<file path="config.mk">
export PLATFORM = sky130hd
export DESIGN_NAME = modulo_lut_reduce
export DESIGN_NICKNAME = d
export VERILOG_FILES = /design/src/rtl/modulo_lut_reduce.sv
export SDC_FILE = /design/constraint.sdc
export NUM_CORES = 1
export LEC_CHECK = 0
export BUFFER_PORTS_ARGS = -buffer_cell sky130_fd_sc_hd__buf_2
export CAP_MARGIN = 20
export CORE_AREA = 2 2 101 94
export CTS_CLUSTER_DIAMETER = 50
export DETAILED_ROUTE_END_ITERATION = 16
export DIE_AREA = 0 0 103 96
export PLACE_DENSITY_LB_ADDON = 0.08
export SKIP_CTS_REPAIR_TIMING = 1
export SYNTH_ARGS = -nofsm -noshare
export SYNTH_HDL_FRONTEND = slang
export SYNTH_SLANG_ARGS = --single-unit
</file>
<file path="constraint.sdc">
create_clock -name clk -period 2.5 [get_ports clk]
set_input_delay 0.25 -clock clk [delete_from_list [all_inputs] [get_ports clk]]
set_output_delay 0.25 -clock clk [all_outputs]
set_load 0.1 [all_outputs]
</file>
<file path="src/rtl/modulo_lut_reduce.sv">
// modulo_lut_reduce: pipelined LUT-based modular reducer with registered adder tree and multi-beat accumulator
module modulo_lut_reduce #(
  parameter int MODULUS = 13,
  parameter int MODBITWIDTH = 4,
  parameter int NUMBITS = 12,
  parameter int BASEPOW = 0
) (
  input  logic                   clk,
  input  logic                   reset,
  input  logic                   in_valid,
  input  logic [NUMBITS-1:0]     in_data,
  input  logic                   in_last,
  output logic                   out_valid,
  output logic [MODBITWIDTH-1:0] value_out
);
  localparam int W = MODBITWIDTH;
  localparam int G = (NUMBITS + 5) / 6;
  localparam int LEVELS = $clog2(G);
  localparam int PW = 6 * G;
  localparam logic [W:0] MW = (W+1)'(MODULUS);

  if (MODULUS < 2 || 64'(MODULUS) >= (64'd1 << MODBITWIDTH) || NUMBITS < 1) begin : g_bad_params
    $error("modulo_lut_reduce: MODULUS must be in [2, 2^MODBITWIDTH) and NUMBITS >= 1");
  end

  function automatic longint entry(int g, int x);
    longint p, s;
    p = 1 % MODULUS;
    s = 0;
    for (int i = 0; i < BASEPOW + 6 * g; i++) p = (p * 2) % MODULUS;
    for (int b = 0; b < 6; b++) begin
      if (x[b] && 6 * g + b < NUMBITS) s = (s + p) % MODULUS;
      p = (p * 2) % MODULUS;
    end
    return s;
  endfunction

  function automatic logic [W-1:0] add_mod(logic [W-1:0] a, logic [W-1:0] b);
    logic [W:0] s;
    s = {1'b0, a} + {1'b0, b};
    return s >= MW ? W'(s - MW) : W'(s);
  endfunction

  function automatic int cnt(int k);
    return (G + (1 << k) - 1) >> k;
  endfunction

  typedef enum logic {IDLE, ACCUM} state_t;

  logic [PW-1:0] padded;
  logic [W-1:0]  lut [G][64];
  logic [W-1:0]  node [LEVELS+1][G];
  logic [LEVELS:0] vld, lst;
  logic [W-1:0]  acc, beat, sum;
  logic          bv, bl;
  state_t        state, state_nx;

  assign padded = PW'(in_data);

  for (genvar g = 0; g < G; g++) begin : g_tbl
    for (genvar x = 0; x < 64; x++) begin : g_ent
      assign lut[g][x] = W'(entry(g, x));
    end
  end

  // Level 0 holds the table residues; each later level halves the count, odd tail passes through.
  always_ff @(posedge clk) begin
    for (int g = 0; g < G; g++) node[0][g] <= lut[g][padded[6*g +: 6]];
    for (int k = 1; k <= LEVELS; k++)
      for (int i = 0; i < G; i++)
        node[k][i] <= (2*i+1 < cnt(k-1)) ? add_mod(node[k-1][2*i], node[k-1][(2*i+1 < G) ? 2*i+1 : 0])
                    : (2*i < cnt(k-1)) ? node[k-1][2*i] : '0;
    vld[0] <= in_valid & ~reset;
    lst[0] <= in_last;
    for (int k = 1; k <= LEVELS; k++) begin
      vld[k] <= vld[k-1] & ~reset;
      lst[k] <= lst[k-1];
    end
  end

  assign beat = node[LEVELS][0];
  assign bv   = vld[LEVELS];
  assign bl   = lst[LEVELS];
  assign sum  = state == ACCUM ? add_mod(acc, beat) : beat;

  always_ff @(posedge clk) state <= reset ? IDLE : state_nx;

  always_comb state_nx = !bv ? state : bl ? IDLE : ACCUM;

  always_ff @(posedge clk) begin
    if (reset) begin
      out_valid <= 1'b0;
      value_out <= '0;
      acc       <= '0;
    end else begin
      out_valid <= bv & bl;
      if (bv & bl) value_out <= sum;
      if (bv) acc <= bl ? '0 : sum;
    end
  end
endmodule

</file>
==> results of run 1 <==
==> cell families after synthesis <==
kind of cell,after synthesis,share of synthesized area
flops,26,0.2413
simple gates,72,0.1700
mux,7,0.03886
fa+ha+maj,25,0.1520
buf+inv,34,0.06149
xor+xnor,8,0.03597
compound gates,91,0.3005
==> critical path, stage by stage (launching register included) <==
cell and delay (ns):
dfxtp_2 0.33, ha_2 0.19, fa_1 0.46, a21o_1 0.21, a21oi_1 0.37, mux2i_1 0.19
nor4_4 0.35, o32ai_1 0.12
==> cells in the mapped netlist, drive strengths merged (2+ instances only) <==
master	count	area [um^2]
a21o	7	53.80
xnor2	5	43.79
nand2b	2	12.51
and2	2	13.77
buf	6	27.53
clkbuf	10	37.54
nand2	21	78.83
o311ai	2	17.52
mux2i	5	50.05
xor2	3	33.79
dfxtp	26	520.5
a211o	3	26.28
a2111oi	3	45.05
or2	2	12.52
nor2	16	60.06
a31oi	3	25.02
o31ai	5	56.30
o211ai	7	52.55
o21ai	22	110.1
fa	2	40.04
ha	23	287.8
inv	18	67.56
nand3	5	25.02
nor2b	8	50.05
o32ai	4	35.03
nor3	7	35.03
a21oi	18	90.09
a211oi	7	52.55
==> report_power, final <==
part	leakage [nW]	internal [W]	switching (W)
Combinational	0.780	0.000332	0.000447
Sequential	0.216	0.000480	0.0000404
Clock	0.0357	0.000214	0.000139
Total	1.03	0.00103	0.000627
==> flip-flops by register name, summed over array words and instances, names as in the netlist <==
name,flops
node,12
lst,2
value_out,4
acc,4
vld,2
out_valid,1
state,1
==> path summary, 6_finish.rpt <==
| check | startpoint | to | cells after the start |
|---|---|---|---|
| hold reg to reg | lst[0] | lst[1] | 0 |
| setup / recovery | acc[0] | acc[0] | 7 |
| hold / removal | in_last | lst[0] | 1 |
| setup reg to reg | acc[0] | acc[0] | 7 |
==> placed cells by master, fill, tap and decap left out, types with 2 or more instances in the layout <==
| cell | count |
|---|---|
| a211o_1 | 3 |
| nor2_1 | 16 |
| ha_1 | 22 |
| o211ai_1 | 7 |
| a21o_1 | 6 |
| buf_2 | 20 |
| a21oi_1 | 18 |
| buf_4 | 2 |
| nor2b_1 | 8 |
| a2111oi_0 | 2 |
| mux2i_1 | 5 |
| xor2_1 | 2 |
| dfxtp_1 | 24 |
| nand2_1 | 21 |
| nand2b_1 | 2 |
| nand3_1 | 5 |
| inv_1 | 17 |
| nor3_1 | 7 |
| clkbuf_8 | 3 |
| xnor2_1 | 5 |
| fa_1 | 2 |
| dfxtp_2 | 2 |
| o21ai_0 | 21 |
| o311ai_0 | 2 |
| o31ai_1 | 3 |
| o32ai_1 | 4 |
| a31oi_1 | 2 |
| a211oi_1 | 7 |
==> stage by stage <==
| step | std cells | hold slack (ns) | instance area, um^2 | worst slack, ns | total power, W |
|---|---|---|---|---|---|
| 2_1_floorplan | 263 | 0.2777 | 2157 | 0.2863 | 0.001106 |
| 3_3_place_gp | 390 | 0.3196 | 2352 | 0.1281 | 0.001287 |
| 3_5_place_dp | 390 | 0.3232 | 2352 | 0.08961 | 0.001280 |
| 4_1_cts | 394 | 0.05763 | 2424 | 0.07858 | 0.001649 |
| 5_1_grt | 395 | 0.04831 | 2445 | 0.01762 | 0.001790 |
| 6_report | 395 | 0.06393 | 2445 | 0.1546 | 0.001653 |
==> cell type report <==
type | count | area (um^2) | share of cell area
Clock buffer | 3 | 41.29 | 0.01689
Clock inverter | 1 | 30.03 | 0.01228
Multi-Input combinational cell | 203 | 1515 | 0.6198
Timing Repair Buffer | 22 | 115.1 | 0.04708
Tap cell | 122 | 152.6 | 0.06244
Inverter | 18 | 67.56 | 0.02764
Sequential cell | 26 | 523.0 | 0.2139
==> layer usage <==
metal	wire [um]	part of all wire	vias to the layer above	global-route usage
met1	2678	0.53	825	0.1519
met5	0	0	-	0
li1	-	-	978	-
met4	8	0.0016	0	0.006579
met3	122	0.024	2	0.01961
met2	2232	0.44	16	0.1607
==> results.ini, run 1 <==
[hold_path]
hp-class=input pin to flop

[sta]
hold_violations=0
rsz0062_at_grt=false
min_period_over_period=0.9382
finalSetupTns_ns=0
finalSetupViolCount=0
finClkSkew_ns=0.01423
worstMarginPinSlew_ns=0.4770
fmax_mhz=426.4
period_minus_slack_ns=2.345
slew_viol_final=0
max_slew_margin=0.6801

[global_route]
grt_pass1_vias=1658
overflow=0
antenna_found_initial=0
grt_max_degree=25
grt_pass1_wl_um=8121
grt_use_total=0.1025

[cts]
cts.sinks=26
htreeDepth=1
cts_buffers=3
cts_tree=built
clkTransAtPathRegs_ns=0.10
clk_latency_ns=0.28
ctsRootBufferMaster=clkbuf_8
clockBufferDepth=2

[worst_setup_path]
cp-start-kind=flop
cp-end-kind=flop
reg2reg_slack_ns=0.15
critPathKind=flop to flop
crit_required_ns=2.66
arrival_ns=2.50
crit_fanout=3

[drt]
detail_route.first_pass.iterations=4
viasPerCell=4.610
wl_um=5042
drc=0
initialDrtViolationCount=38
wl_per_cell_um=12.76
num_vias=1821
ant_nets=0

[logic_synthesis]
yosysSeqAreaShare=0.2413
syn-cell-area_mm2=0.002157
syn_avg_cell_area_um2=8.202
synth_nets=304
yosysUniqueCellTypes=60
ys_seq_elements=26
synth_edf_count=0
async_flop_share=0
synth-main-ff-cell=dfxtp_1
ys_warn_count=0
synthCells=263

[floorplanning]
die_area_mm2=0.009888
die_x_um=103
ios=21
die_h_um=96
core-area_mm2=0.008836
start_util=0.2441
rows=33

[power_and_ir_drop]
peakVddDrop_mv=0.2000
powerDensity_mw_per_mm2=676.0
leakage_nw=1.032

[run_status]
status=completed

[final_layout]
num_antenna_cells=0
area_growth_pct=13.34
fill_cells=1011
final_core_util=0.2767
nNetsFinal=315
drive_gt1_frac=0.1612

[run]
maxCapViolCount=0

[placed_design]
numPortBuffers=20
gp_congestion=0.7438
post-dp-hpwl_um=3797

(Power assumes the default switching activity.)
==> inputs of run 2 (changes only) <==
--- a/config.mk
+++ b/config.mk
@@ -7,11 +7,12 @@
 export LEC_CHECK = 0
 export BUFFER_PORTS_ARGS = -buffer_cell sky130_fd_sc_hd__buf_2
 export CAP_MARGIN = 20
-export CORE_AREA = 2 2 101 94
+export CORE_AREA = 2 2 96 98
 export CTS_CLUSTER_DIAMETER = 50
 export DETAILED_ROUTE_END_ITERATION = 16
-export DIE_AREA = 0 0 103 96
-export PLACE_DENSITY_LB_ADDON = 0.08
+export DIE_AREA = 0 0 98 100
+export PLACE_DENSITY = 0.46
+export RECOVER_POWER = 100
 export SKIP_CTS_REPAIR_TIMING = 1
 export SYNTH_ARGS = -nofsm -noshare
 export SYNTH_HDL_FRONTEND = slang
==> run 2 against run 1 <==
Against the previous run:
- clock-buffer cell count is the same
- register-to-register slack lost 0.04 ns
- critical endpoint unchanged
- hold slack gained 0.0062 ns
- combinational power shrank 7.3%
- sequential share of layout area grew 0.37 points
- sequential power is essentially flat
- flip-flop and latch count is the same
- core utilization shrank 0.76 points
- final cell count shrank 3.3%
==> results.ini, run 2 (synthesis gave the netlist of run 1 again) <==
[worst_setup_path]
cp-end-kind=flop  ; unchanged
arrival_ns=2.54  ; was 2.50 ns
cp_slowest_cell=fa_1  ; unchanged
worstPathCellList=ha_1, fa_1, inv_1, ha_1, o31a_1, and4_1, nor4_4, o32ai_1  ; was ha_2, fa_1, a21o_1, a21oi_1, mux2i_1, nor4_4, o32ai_1
crit_required_ns=2.66  ; about the same
critPathKind=flop to flop  ; unchanged
crit_top_cell=ha_1
max_stage_delay_ns=0.54  ; was 0.46 ns
cp-start-kind=flop  ; unchanged
crit_fanout=3  ; unchanged

[sta]
finalSetupTns_ns=0  ; unchanged
min_period_over_period=0.9540  ; was 0.9382
slew_viol_final=0  ; unchanged
worstMarginPinSlew_ns=1.182  ; was 0.4770 ns
hold-worst-slack_ns=0.07013  ; was 0.06393 ns
rsz0062_at_grt=false  ; unchanged
finClkSkew_ns=0.01008  ; was 0.01423 ns
hold_violations=0  ; unchanged
period_minus_slack_ns=2.385  ; was 2.345 ns
finalSetupViolCount=0  ; unchanged
max_slew_margin=0.2155  ; was 0.6801
fmax_mhz=419.3  ; was 426.4 MHz

[floorplanning]
ios=21  ; unchanged
die_h_um=100  ; was 96 um
core-area_mm2=0.008890  ; was 0.008836 mm^2
start_util=0.2426  ; was 0.2441
rows=35  ; was 33
die_x_um=98  ; was 103 um
die_area_mm2=0.009800  ; was 0.009888 mm^2

[final_layout]
num_antenna_cells=0  ; unchanged
mostFrequentLayoutCell=dfxtp_1  ; unchanged
largest_register_ffs=12  ; unchanged
final_cell_mix=dfxtp_1, ha_1, o21ai_0, nand2_1, a21oi_1  ; was dfxtp_1, ha_1, o21ai_0, nand2_1, buf_2
top_regs=node x12, acc x4, value_out x4  ; unchanged
fill_cells=989  ; was 1011
nNetsFinal=313  ; was 315
largest_register=node  ; unchanged
drive_gt1_frac=0.1107  ; was 0.1612
final_core_util=0.2691  ; was 0.2767
area_growth_pct=10.90  ; was 13.34%

[power_and_ir_drop]
powerDensity_mw_per_mm2=664.6  ; was 676.0 mW/mm^2
peakVddDrop_mv=0.2568  ; was 0.2000 mV
leakage_nw=0.9939  ; was 1.032 nW

[drt]
wl_per_cell_um=11.98  ; was 12.76 um
ant_nets=0  ; unchanged
drc=0  ; unchanged
wl_um=4576  ; was 5042 um
detail_route.first_pass.iterations=5  ; was 4
viasPerCell=4.835  ; was 4.610
initialDrtViolationCount=44  ; was 38
num_vias=1847  ; was 1821

[global_route]
antenna_found_initial=0  ; unchanged
grt_use_total=0.09837  ; was 0.1025
overflow=0  ; unchanged
grt_pass1_vias=1718  ; was 1658
grt_pass1_wl_um=8114  ; was 8121 um
grt_max_degree=25  ; unchanged

[cts]
ctsRootBufferMaster=clkbuf_8  ; unchanged
htreeDepth=1  ; unchanged
cts.sinks=26  ; unchanged
clkTransAtPathRegs_ns=0.10  ; about the same
clockBufferDepth=2  ; unchanged
cts_buffers=3  ; unchanged
cts_tree=built  ; unchanged
clk_latency_ns=0.27  ; was 0.28 ns

[placed_design]
numPortBuffers=20  ; unchanged
gp_congestion=0.8219  ; was 0.7438
post-dp-hpwl_um=3447  ; was 3797 um

[run]
maxCapViolCount=0  ; unchanged

[hold_path]
hp-class=input pin to flop  ; unchanged

[run_status]
status=completed  ; unchanged

run 2: final timing paths:
check	startpoint	to	slack [ns]	cells after the start
worst max-delay path	acc[0]	acc[0]	0.11	8
worst min-delay path	in_last	lst[0]	0.07	1
worst max register to register	acc[0]	acc[0]	0.11	8
worst min register to register	lst[0]	lst[1]	0.34	0
run 2: final cells by class:
type	count	area, um^2	area share
Clock buffer	3	41.29	0.01726
Clock inverter	1	30.03	0.01255
Inverter	18	67.56	0.02824
Multi-Input combinational cell	203	1503	0.6281
Sequential cell	26	520.5	0.2176
Tap cell	111	138.9	0.05805
Timing Repair Buffer	20	91.34	0.03818
run 2: through the flow:
step | instances | setup WS (ns) | power, W | area (um^2)
final | 382 | 0.1150 | 0.001590 | 2392
after global routing | 382 | 0.001116 | 0.001729 | 2392
after CTS | 382 | 0.07116 | 0.001610 | 2402
after detailed placement | 378 | 0.09287 | 0.001248 | 2331
after global placement | 378 | 0.1381 | 0.001247 | 2331
after floorplan | 263 | 0.2863 | 0.001106 | 2157
run 2: routing by layer:
| metal | up-vias | part of all wire | global-route usage |
|---|---|---|---|
| met5 | - | 0 | 0 |
| met4 | 0 | 0.0083 | 0.02564 |
| met2 | 33 | 0.48 | 0.1665 |
| met3 | 2 | 0.026 | 0.01671 |
| li1 | 975 | - | - |
| met1 | 837 | 0.49 | 0.1304 |
run 2: power breakdown:
| group | switching, W | internal (W) | leakage, nW |
|---|---|---|---|
| sequential | 0.0000396 | 0.000478 | 0.216 |
| combinational | 0.000422 | 0.000300 | 0.742 |
| clock | 0.000136 | 0.000214 | 0.0357 |
run 2: critical path, delay by kind of cell (launching register included):
kind	cells	cell delay, ns
fa+ha+maj	3	0.95
simple gates	2	0.49
compound gates	2	0.42
flops	1	0.33
buf+inv	1	0.08
